<file path="src/rtl/simon_round_ctrl.sv">
// Simon round controller: plays back the stored sequence on the key LEDs, then scores player presses.
// Optional input timeout in INPUT is compiled in when SIMON_TIMEOUT_EN is defined.
module simon_round_ctrl #(
    parameter int NUM_KEYS   = 4,
    parameter int MAX_ROUNDS = 100,
    parameter int SHOW_TICKS = 2,
    parameter int GAP_TICKS  = 1,
    parameter int TO_TICKS   = 8,
    localparam int SW = (NUM_KEYS > 1) ? $clog2(NUM_KEYS) : 1,
    localparam int RW = $clog2(MAX_ROUNDS + 1)
) (
    input  logic                clk,
    input  logic                rst,
    input  logic                tick,
    input  logic [NUM_KEYS-1:0] key_n,
    input  logic [SW-1:0]       seq_sym,
    output logic                seq_start,
    output logic [6:0]          seq_idx,
    output logic [NUM_KEYS-1:0] key_leds,
    output logic [RW-1:0]       round,
    output logic                game_over,
    output logic                game_win
);

    localparam int IW       = 7;
    localparam int MAX_A    = (SHOW_TICKS > GAP_TICKS) ? SHOW_TICKS : GAP_TICKS;
    localparam int CNT_MAX  = (MAX_A > TO_TICKS) ? MAX_A : TO_TICKS;
    localparam int CW       = $clog2(CNT_MAX + 1);

    typedef enum logic [2:0] {
        S_IDLE,
        S_GAP,
        S_SHOW,
        S_INPUT,
        S_LOSE,
        S_WIN
    } state_t;

    state_t              state_reg;
    logic [NUM_KEYS-1:0] sync1_reg;
    logic [NUM_KEYS-1:0] sync2_reg;
    logic [NUM_KEYS-1:0] key_prev_reg;
    logic [NUM_KEYS-1:0] press_reg;
    logic [NUM_KEYS-1:0] key_leds_reg;
    logic [NUM_KEYS-1:0] sym_onehot;
    logic [IW-1:0]       seq_idx_reg;
    logic [RW-1:0]       round_reg;
    logic [CW-1:0]       tick_cnt_reg;
    logic                seq_start_reg;
    logic                game_over_reg;
    logic                game_win_reg;
    logic                play_done_reg;

    logic any_press;
    logic press_match;
    logic last_sym;
    logic last_round;
    logic gap_done;
    logic show_done;

    // Keys are active-low and asynchronous; flops idle at "released" (all ones).
    always_ff @(posedge clk) begin
        if (rst) begin
            sync1_reg    <= '1;
            sync2_reg    <= '1;
            key_prev_reg <= '1;
            press_reg    <= '0;
        end else begin
            sync1_reg    <= key_n;
            sync2_reg    <= sync1_reg;
            key_prev_reg <= sync2_reg;
            press_reg    <= key_prev_reg & ~sync2_reg;
        end
    end

    generate
        for (genvar gi = 0; gi < NUM_KEYS; gi++) begin : g_onehot
            assign sym_onehot[gi] = (seq_sym == SW'(gi));
        end
    endgenerate

    // sym_onehot has exactly one bit set, so equality also rejects simultaneous presses.
    assign any_press   = |press_reg;
    assign press_match = (press_reg == sym_onehot);
    assign last_sym    = (seq_idx_reg == (IW'(round_reg) - IW'(1)));
    assign last_round  = (round_reg == RW'(MAX_ROUNDS));
    assign gap_done    = tick && (tick_cnt_reg == CW'(GAP_TICKS - 1));
    assign show_done   = tick && (tick_cnt_reg == CW'(SHOW_TICKS - 1));

    always_ff @(posedge clk) begin
        if (rst) begin
            state_reg     <= S_IDLE;
            key_leds_reg  <= '0;
            round_reg     <= '0;
            seq_idx_reg   <= '0;
            tick_cnt_reg  <= '0;
            seq_start_reg <= 1'b0;
            game_over_reg <= 1'b0;
            game_win_reg  <= 1'b0;
            play_done_reg <= 1'b0;
        end else begin
            seq_start_reg <= 1'b0;
            case (state_reg)
                S_IDLE: begin
                    key_leds_reg <= '0;
                    if (any_press) begin
                        seq_start_reg <= 1'b1;
                        round_reg     <= RW'(1);
                        seq_idx_reg   <= '0;
                        play_done_reg <= 1'b0;
                        tick_cnt_reg  <= '0;
                        state_reg     <= S_GAP;
                    end
                end
                S_GAP: begin
                    key_leds_reg <= '0;
                    if (gap_done) begin
                        tick_cnt_reg <= '0;
                        if (play_done_reg) begin
                            seq_idx_reg <= '0;
                            state_reg   <= S_INPUT;
                        end else begin
                            key_leds_reg <= sym_onehot;
                            state_reg    <= S_SHOW;
                        end
                    end else if (tick) begin
                        tick_cnt_reg <= tick_cnt_reg + CW'(1);
                    end
                end
                S_SHOW: begin
                    key_leds_reg <= sym_onehot;
                    if (show_done) begin
                        tick_cnt_reg <= '0;
                        key_leds_reg <= '0;
                        state_reg    <= S_GAP;
                        // Last symbol: index parks at 0 rather than reaching round.
                        if (last_sym) begin
                            play_done_reg <= 1'b1;
                            seq_idx_reg   <= '0;
                        end else begin
                            seq_idx_reg <= seq_idx_reg + IW'(1);
                        end
                    end else if (tick) begin
                        tick_cnt_reg <= tick_cnt_reg + CW'(1);
                    end
                end
                S_INPUT: begin
                    key_leds_reg <= ~sync2_reg;
                    if (any_press) begin
                        tick_cnt_reg <= '0;
                        if (!press_match) begin
                            game_over_reg <= 1'b1;
                            key_leds_reg  <= '1;
                            state_reg     <= S_LOSE;
                        end else if (!last_sym) begin
                            seq_idx_reg <= seq_idx_reg + IW'(1);
                        end else if (last_round) begin
                            game_win_reg <= 1'b1;
                            key_leds_reg <= '1;
                            state_reg    <= S_WIN;
                        end else begin
                            round_reg     <= round_reg + RW'(1);
                            seq_idx_reg   <= '0;
                            play_done_reg <= 1'b0;
                            key_leds_reg  <= '0;
                            state_reg     <= S_GAP;
                        end
                    end
`ifdef SIMON_TIMEOUT_EN
                    else if (tick) begin
                        if (tick_cnt_reg == CW'(TO_TICKS - 1)) begin
                            tick_cnt_reg  <= '0;
                            game_over_reg <= 1'b1;
                            key_leds_reg  <= '1;
                            state_reg     <= S_LOSE;
                        end else begin
                            tick_cnt_reg <= tick_cnt_reg + CW'(1);
                        end
                    end
`else
                    else begin
                        tick_cnt_reg <= '0;
                    end
`endif
                end
                S_LOSE, S_WIN: begin
                    if (any_press) begin
                        state_reg     <= S_IDLE;
                        key_leds_reg  <= '0;
                        round_reg     <= '0;
                        seq_idx_reg   <= '0;
                        tick_cnt_reg  <= '0;
                        game_over_reg <= 1'b0;
                        game_win_reg  <= 1'b0;
                        play_done_reg <= 1'b0;
                    end else if (state_reg == S_WIN) begin
                        key_leds_reg <= '1;
                    end else if (tick) begin
                        key_leds_reg <= ~key_leds_reg;
                    end
                end
                default: begin
                    state_reg <= S_IDLE;
                end
            endcase
        end
    end

    assign seq_start = seq_start_reg;
    assign seq_idx   = seq_idx_reg;
    assign key_leds  = key_leds_reg;
    assign round     = round_reg;
    assign game_over = game_over_reg;
    assign game_win  = game_win_reg;

endmodule

</file>
<file path="config.mk">
export PLATFORM = sky130hd
export DESIGN_NAME = simon_round_ctrl
export DESIGN_NICKNAME = d
export VERILOG_FILES = /design/src/rtl/simon_round_ctrl.sv
export SDC_FILE = /design/constraint.sdc
export NUM_CORES = 1
export LEC_CHECK = 0
export ABC_AREA = 1
export BUFFER_PORTS_ARGS = -buffer_cell sky130_fd_sc_hd__buf_4
export CORE_MARGIN = 2
export CORE_UTILIZATION = 53
export DETAILED_ROUTE_END_ITERATION = 8
export GPL_ROUTABILITY_DRIVEN = 0
export PLACE_DENSITY = 0.73
export RECOVER_POWER = 25
export SLEW_MARGIN = 15
export SYNTH_ARGS = -nofsm -noshare
export SYNTH_HDL_FRONTEND = slang
export SYNTH_SLANG_ARGS = --single-unit
</file>
<file path="constraint.sdc">
create_clock -name clk -period 2.65 [get_ports clk]
set_input_delay 0.265 -clock clk [delete_from_list [all_inputs] [get_ports clk]]
set_output_delay 0.265 -clock clk [all_outputs]
set_load 0.01 [all_outputs]
</file>
==> results.toml, run 1 <==
[run_status]
outcome = "finished, final reports clean"

[drt]
dr.pass1.iters = 5
wl_per_cell_um = 11.86
final_antenna_net_count = 0
drtIter0Drc = 156
vias_per_cell = 5.118
dr_total_vias = 2467
drc = 0
drt_wl_total_um = 5718

[logic_synthesis]
ys_seq_area_share_pct = 34.82
syn_avg_cell_area_sq_um = 6.756
synth_cells = 383
synth.cell_area_sq_um = 2587
synthDistinctLibCells = 36
yosys_warnings = 0
synthesis.nets = 399
synth.area.top_cells = "dfxtp_1 35%, nand2_1 13%, inv_1 7.3%"
ys_ff_latch = 45
synth_top_area_share_pct = 34.82
synth_area_leader_cell = "dfxtp_1"

[power_and_ir_drop]
ir_worst_vdd_mv = 0.3718
power_density_nw_per_um2 = 696.9
finalPower_mw = 2.063
power_leakage_nw = 1.376

[sta]
rsz0062_at_grt = "false"
period_minus_slack_ns = 2.186
hold_violations = 0
drv_slew = 0
skew_ns = 0.009521
hold_ws_ns = 0.1446
fmax_ghz = 0.4574
final-setup-viol-count = 0
tns_ns = 0
slew_headroom_pct = 34.21
period_share_pct = 82.50
fin_ws_ns = 0.4637
tightest_slew_ns = 0.9869

[layout]
most-common-layout-cells = "88 x nand2_1, 50 x inv_1, 45 x dfxtp_1"
areaGrowthSynthToFinish_pct = 14.41
fill_cells = 459
drive_above_1_share_pct = 19.04
nets = 430
final_common_cell = "nand2_1"
diodes = 0
utilization_pct = 62.68

[setup_path]
r2r_start = "round[1]$_SDFFE_PP0P_"
crit_type = "flip-flop to flip-flop"
cp.required_ns = 2.87
cp-start-kind = "flip-flop"
crit_path_end_kind = "flip-flop"
crit_path_max_fanout = 12
crit_chain = "inv_1 -> ha_1 -> nand2_1 -> inv_1 -> nor2_1 -> nand2_1 -> nor2_1 -> nand3_1 -> nor2_4 -> nand2_4 -> nand2_2 -> nand2_2 -> o21ai_1 -> nor3b_1"
cp-startpoint = "round[1]$_SDFFE_PP0P_"
rrSetupSlack_ns = 0.46
cp.arrival_ns = 2.41
slowest_stage = "dfxtp_1"
critical-path-max-stage-delay_ns = 0.39

[grt]
antenna_found_initial = 0
track_usage_pct = 22.60
first_global_vias = 2202
grt_max_degree = 24
grt_pass1_wl_um = 9625
overflow = 0

[die]
fp.dieW_um = 73.87
ios = 30
die-area_sq_um = 5457
start_util_pct = 54.78
rows = 25
core_area_sq_um = 4723
die_h_um = 73.87

[cts]
htree_levels = 2
cts-hold-fix-buffers = 0
cts_tree = "built"
numClockSinks = 45
cts-root-buf = "clkbuf_8"
clockBufferDepth = 2
cts_resized = 0
path_clk_slew_ns = 0.08
cts_setup_buffers = 0
cts_made_buffers = 5
clock_latency_ns = 0.30

[placement]
hpwl_um = 4310
place_ws_ns = 0.4694
portBuffers = 29

[run]
cap_violations = 0

[worst_hold_path]
min_from = "key_n[2]"
min_path_type = "input port to flip-flop"
[report_power, final]
group	leakage [nW]	internal [mW]	switching (mW)	total (mW)
sequential	0.367	0.744	0.0643	0.809
combinational	0.958	0.287	0.522	0.809
clock	0.0512	0.211	0.234	0.446
[path summary, 6_finish.rpt]
kind / end / cells after the start
worst min register to register: press_reg[1]$_SDFF_PP0_ / 2
worst max register to register: round[3]$_SDFFE_PP0P_ / 14
worst min-delay path: sync1_reg[2]$_SDFF_PP1_ / 2
worst max-delay path: round[3]$_SDFFE_PP0P_ / 14
[metal layers]
| layer | wire (um) | GRT usage [%] |
|---|---|---|
| met5 | 0 | 0 |
| met4 | 106 | 7.475 |
| met3 | 345 | 5.350 |
| met2 | 2479 | 34.82 |
| met1 | 2788 | 31.00 |
[Yosys cell counts (all sizes together)]
master and instances:
nand2 97, inv 59, nor2 54, dfxtp 45, nand3 31, a21oi 23, o21ai 17, or2 8
ha 7, nor3 7, xnor2 5, xor2 4, and3 3, buf 3, clkbuf 3, nand4 3
nor3b 3, nor4 3, a211oi 2, a31oi 2, a311oi 1, o2111ai 1, o211ai 1, o31ai 1
[kinds of logic (layout without fill, tap and decap cells)]
| kind of cell | Yosys count | count (layout) | synth area share [%] |
|---|---|---|---|
| flops | 45 | 45 | 34.82 |
| simple gates | 209 | 209 | 38.78 |
| fa+ha+maj | 7 | 7 | 3.385 |
| buf+inv | 65 | 97 | 9.768 |
| xor+xnor | 9 | 9 | 3.046 |
| compound gates | 48 | 48 | 10.20 |
[metrics by stage]
stage / area, sq um / cells
finish: 2960 / 482
global route: 2960 / 482
CTS: 2964 / 482
detailed placement: 2868 / 474
global placement: 2868 / 474
floorplan: 2587 / 383
[worst max-delay path, delay by kind of cell, from the launching register on]
family	cells	cell delay, ns
and+or+nand+nor	10	1.11
AOI/OAI and AO/OA	1	0.16
adders and majority gates	1	0.31
buffers and inverters	2	0.13
DFF	1	0.39
[layout make-up]
cell class | count | area [sq um] | area share [%]
multi-input cells | 273 | 1434 | 48.44
clock buffers | 6 | 82.58 | 2.790
well taps | 67 | 83.83 | 2.832
flip-flops and latches | 45 | 900.9 | 30.43
inverters | 59 | 224.0 | 7.566
repair buffers | 30 | 221.5 | 7.481
clock inverters | 2 | 13.76 | 0.4649
(Power assumes the default switching activity.)
==> run 2: changes to the inputs <==
- ABC_AREA: 1 -> 0
- CORE_UTILIZATION: 53 -> 52
- PLACE_DENSITY: 0.73 -> 0.76
- clock period: 2.65 -> 1.87 ns (I/O delays scaled with it)
==> results.toml, run 2 <==
[run_status]
outcome = "complete, but fails checks"
violations = "negative setup slack"

[cts]
cts_tree = "built"
clock_latency_ns = 0.31
numClockSinks = 45
path_clk_slew_ns = 0.10
cts-root-buf = "clkbuf_8"
clockBufferDepth = 2
htree_levels = 2
cts_made_buffers = 5

[setup_path]
rrSetupSlack_ns = -0.49
cp.required_ns = 2.12
reg2reg_to = "seq_idx[2]$_SDFFE_PP0P_"
crit_path_end_kind = "flip-flop"
cp.arrival_ns = 2.61
crit_type = "flip-flop to flip-flop"
crit_path_max_fanout = 6
crit_path_end = "seq_idx[2]$_SDFFE_PP0P_"
cp-startpoint = "tick_cnt_reg[1]$_SDFFE_PP0P_"
cp-start-kind = "flip-flop"
r2r_start = "tick_cnt_reg[1]$_SDFFE_PP0P_"
r2r_cells = 9

[power_and_ir_drop]
ir_worst_vdd_mv = 0.6986
power_density_nw_per_um2 = 880.1
power_leakage_nw = 1.513

[run]
cap_violations = 0

[logic_synthesis]
ys_ff_latch = 45
yosys_warnings = 0
ys_async_sr_fraction_pct = 0
synth.area.top_cells = "dfxtp_1 38%, a21oi_1 5.5%, xnor2_1 4.1%"
synthDistinctLibCells = 50
synth_edf_count = 0
synth_top_area_share_pct = 38.10
synth.cell_area_sq_um = 2365
ys_seq_area_share_pct = 38.10
synth_ff_type = "dfxtp_1"
yosysMostFrequentCell = "dfxtp_1"
synth_cells = 286
synth_area_leader_cell = "dfxtp_1"
syn_avg_cell_area_sq_um = 8.268
synthesis.nets = 302
yosys-top-cells-count = "45 x dfxtp_1, 26 x a21oi_1, 23 x nor2_1, 18 x nand2_1, 16 x o21ai_0"

[drt]
dr.pass1.iters = 4
drtIter0Drc = 205
wl_per_cell_um = 15.83
final_antenna_net_count = 0
vias_per_cell = 5.790
drc = 0
drt_wl_total_um = 6869
dr_total_vias = 2513

[grt]
grt_pass1_wl_um = 11150
grt_max_degree = 35
first_global_vias = 2440
track_usage_pct = 27.72
antenna_found_initial = 0
overflow = 0

[layout]
utilization_pct = 80.26
fin_area_sq_um = 3495
drive_above_1_share_pct = 43.72
final_common_cell = "buf_4"
areaGrowthSynthToFinish_pct = 47.78
nets = 397
most-common-layout-cells = "93 x buf_4, 40 x dfxtp_1, 22 x nor2_1"
fill_cells = 281
diodes = 0
regArea_sq_um = 912.1
multi_input_area_sq_um = 1567

[sta]
drv_slew = 0
skew_ns = 0.003754
tns_ns = -6.934
period_share_pct = 126.1
slew_headroom_pct = 70.03
fmax_ghz = 0.4242
hold_violations = 0
rsz0062_at_grt = "true"
period_minus_slack_ns = 2.357
final-setup-viol-count = 23
fin_ws_ns = -0.4873
tightest_slew_ns = 0.4462

[worst_hold_path]
min_from = "key_n[2]"
min_path_type = "input port to flip-flop"

[placement]
place_area_sq_um = 3122
portBuffers = 29
hpwl_um = 4599

[die]
die_h_um = 71.44
rows = 24
ios = 30
die-area_sq_um = 5103
core_area_sq_um = 4354
fp.dieW_um = 71.44
start_util_pct = 54.31
## run 2: changes by cell type in the layout (fill, tap and decap cells not counted), sizes merged, moves of 4 or more
cell   previous run  this run
a21oi            23        27
and2              0         5
buf              29       102
inv              59        15
nand2            97        18
nand3            31         4
nor2             54        23
nor3              7        14
or2               8        15
or3               0        11
or3b              0         5
xnor2             5        11
## run 2: kinds of logic after synthesis
family          count (synthesis)  share of synthesized area [%]
fa+ha+maj                       7                          3.704
buf+inv                        27                          4.656
compound gates                 72                          19.00
flops                          45                          38.10
xor+xnor                       15                          5.555
simple gates                  118                          28.15
mux                             2                         0.8466
## run 2: critical path: stages (launching register included)
cell      delay, ns
dfxtp_2        0.34
inv_2          0.07
ha_4           0.11
and4bb_2       0.24
mux2i_2        0.09
a211oi_2       0.24
nand2_1        0.13
or4_4          0.57
or3b_1         0.39
a21oi_2        0.12
## run 2: routing by layer
layer | global-route usage (%) | part of all wire (%) | vias up
met5 | 0 | 0 | -
met4 | 12.37 | 3.0 | 0
met3 | 5.907 | 5.5 | 20
met2 | 49.90 | 53 | 86
met1 | 31.29 | 38 | 1200
li1 | - | - | 1207
## run 2: worst min-delay path by stage
stage,end,slack [ns],cells past startpoint
after floorplan,sync1_reg[0]$_SDFF_PP1_,0.29,1
after CTS,sync1_reg[2]$_SDFF_PP1_,0.05,2
after global routing,sync1_reg[3]$_SDFF_PP1_,0.04,2
after global placement,sync1_reg[0]$_SDFF_PP1_,0.37,2
final,sync1_reg[2]$_SDFF_PP1_,0.05,2
after detailed placement,sync1_reg[2]$_SDFF_PP1_,0.38,2
## run 2: layout make-up
type                    instances  share of cell area [%]
clock inverters                 3                  0.8235
well taps                      52                   1.862
flip-flops and latches         45                   26.10
inverters                      13                   1.540
multi-input cells             214                   44.83
clock buffers                   5                   1.969
repair buffers                102                   22.88
## run 2: timing repair
item                       in CTS  in global routing
setup buffers                  11                  1
setup endpoints to repair      27                 27
pin swaps                      24                  7
resized for setup              28                 17
hold buffers                    0                  0
## run 2: power breakdown
part	leakage, nW	switching, mW	internal, mW	total (mW)
combinational	1.09	0.647	0.691	1.34
sequential	0.369	0.0574	1.02	1.07
clock	0.0511	0.382	0.282	0.665
total	1.51	1.09	1.99	3.08
## run 2: metrics by stage
stage                     total power [mW]  setup slack, ns  hold slack [ns]  instances
after floorplan                      1.753          -0.3218           0.2908        286
after global placement               2.172          -0.4382           0.3735        415
after detailed placement             2.194          -0.5052           0.3754        415
after CTS                            3.016          -0.4687          0.05014        434
after global routing                 3.249          -0.5839          0.04213        434
final                                3.076          -0.4873          0.05358        434
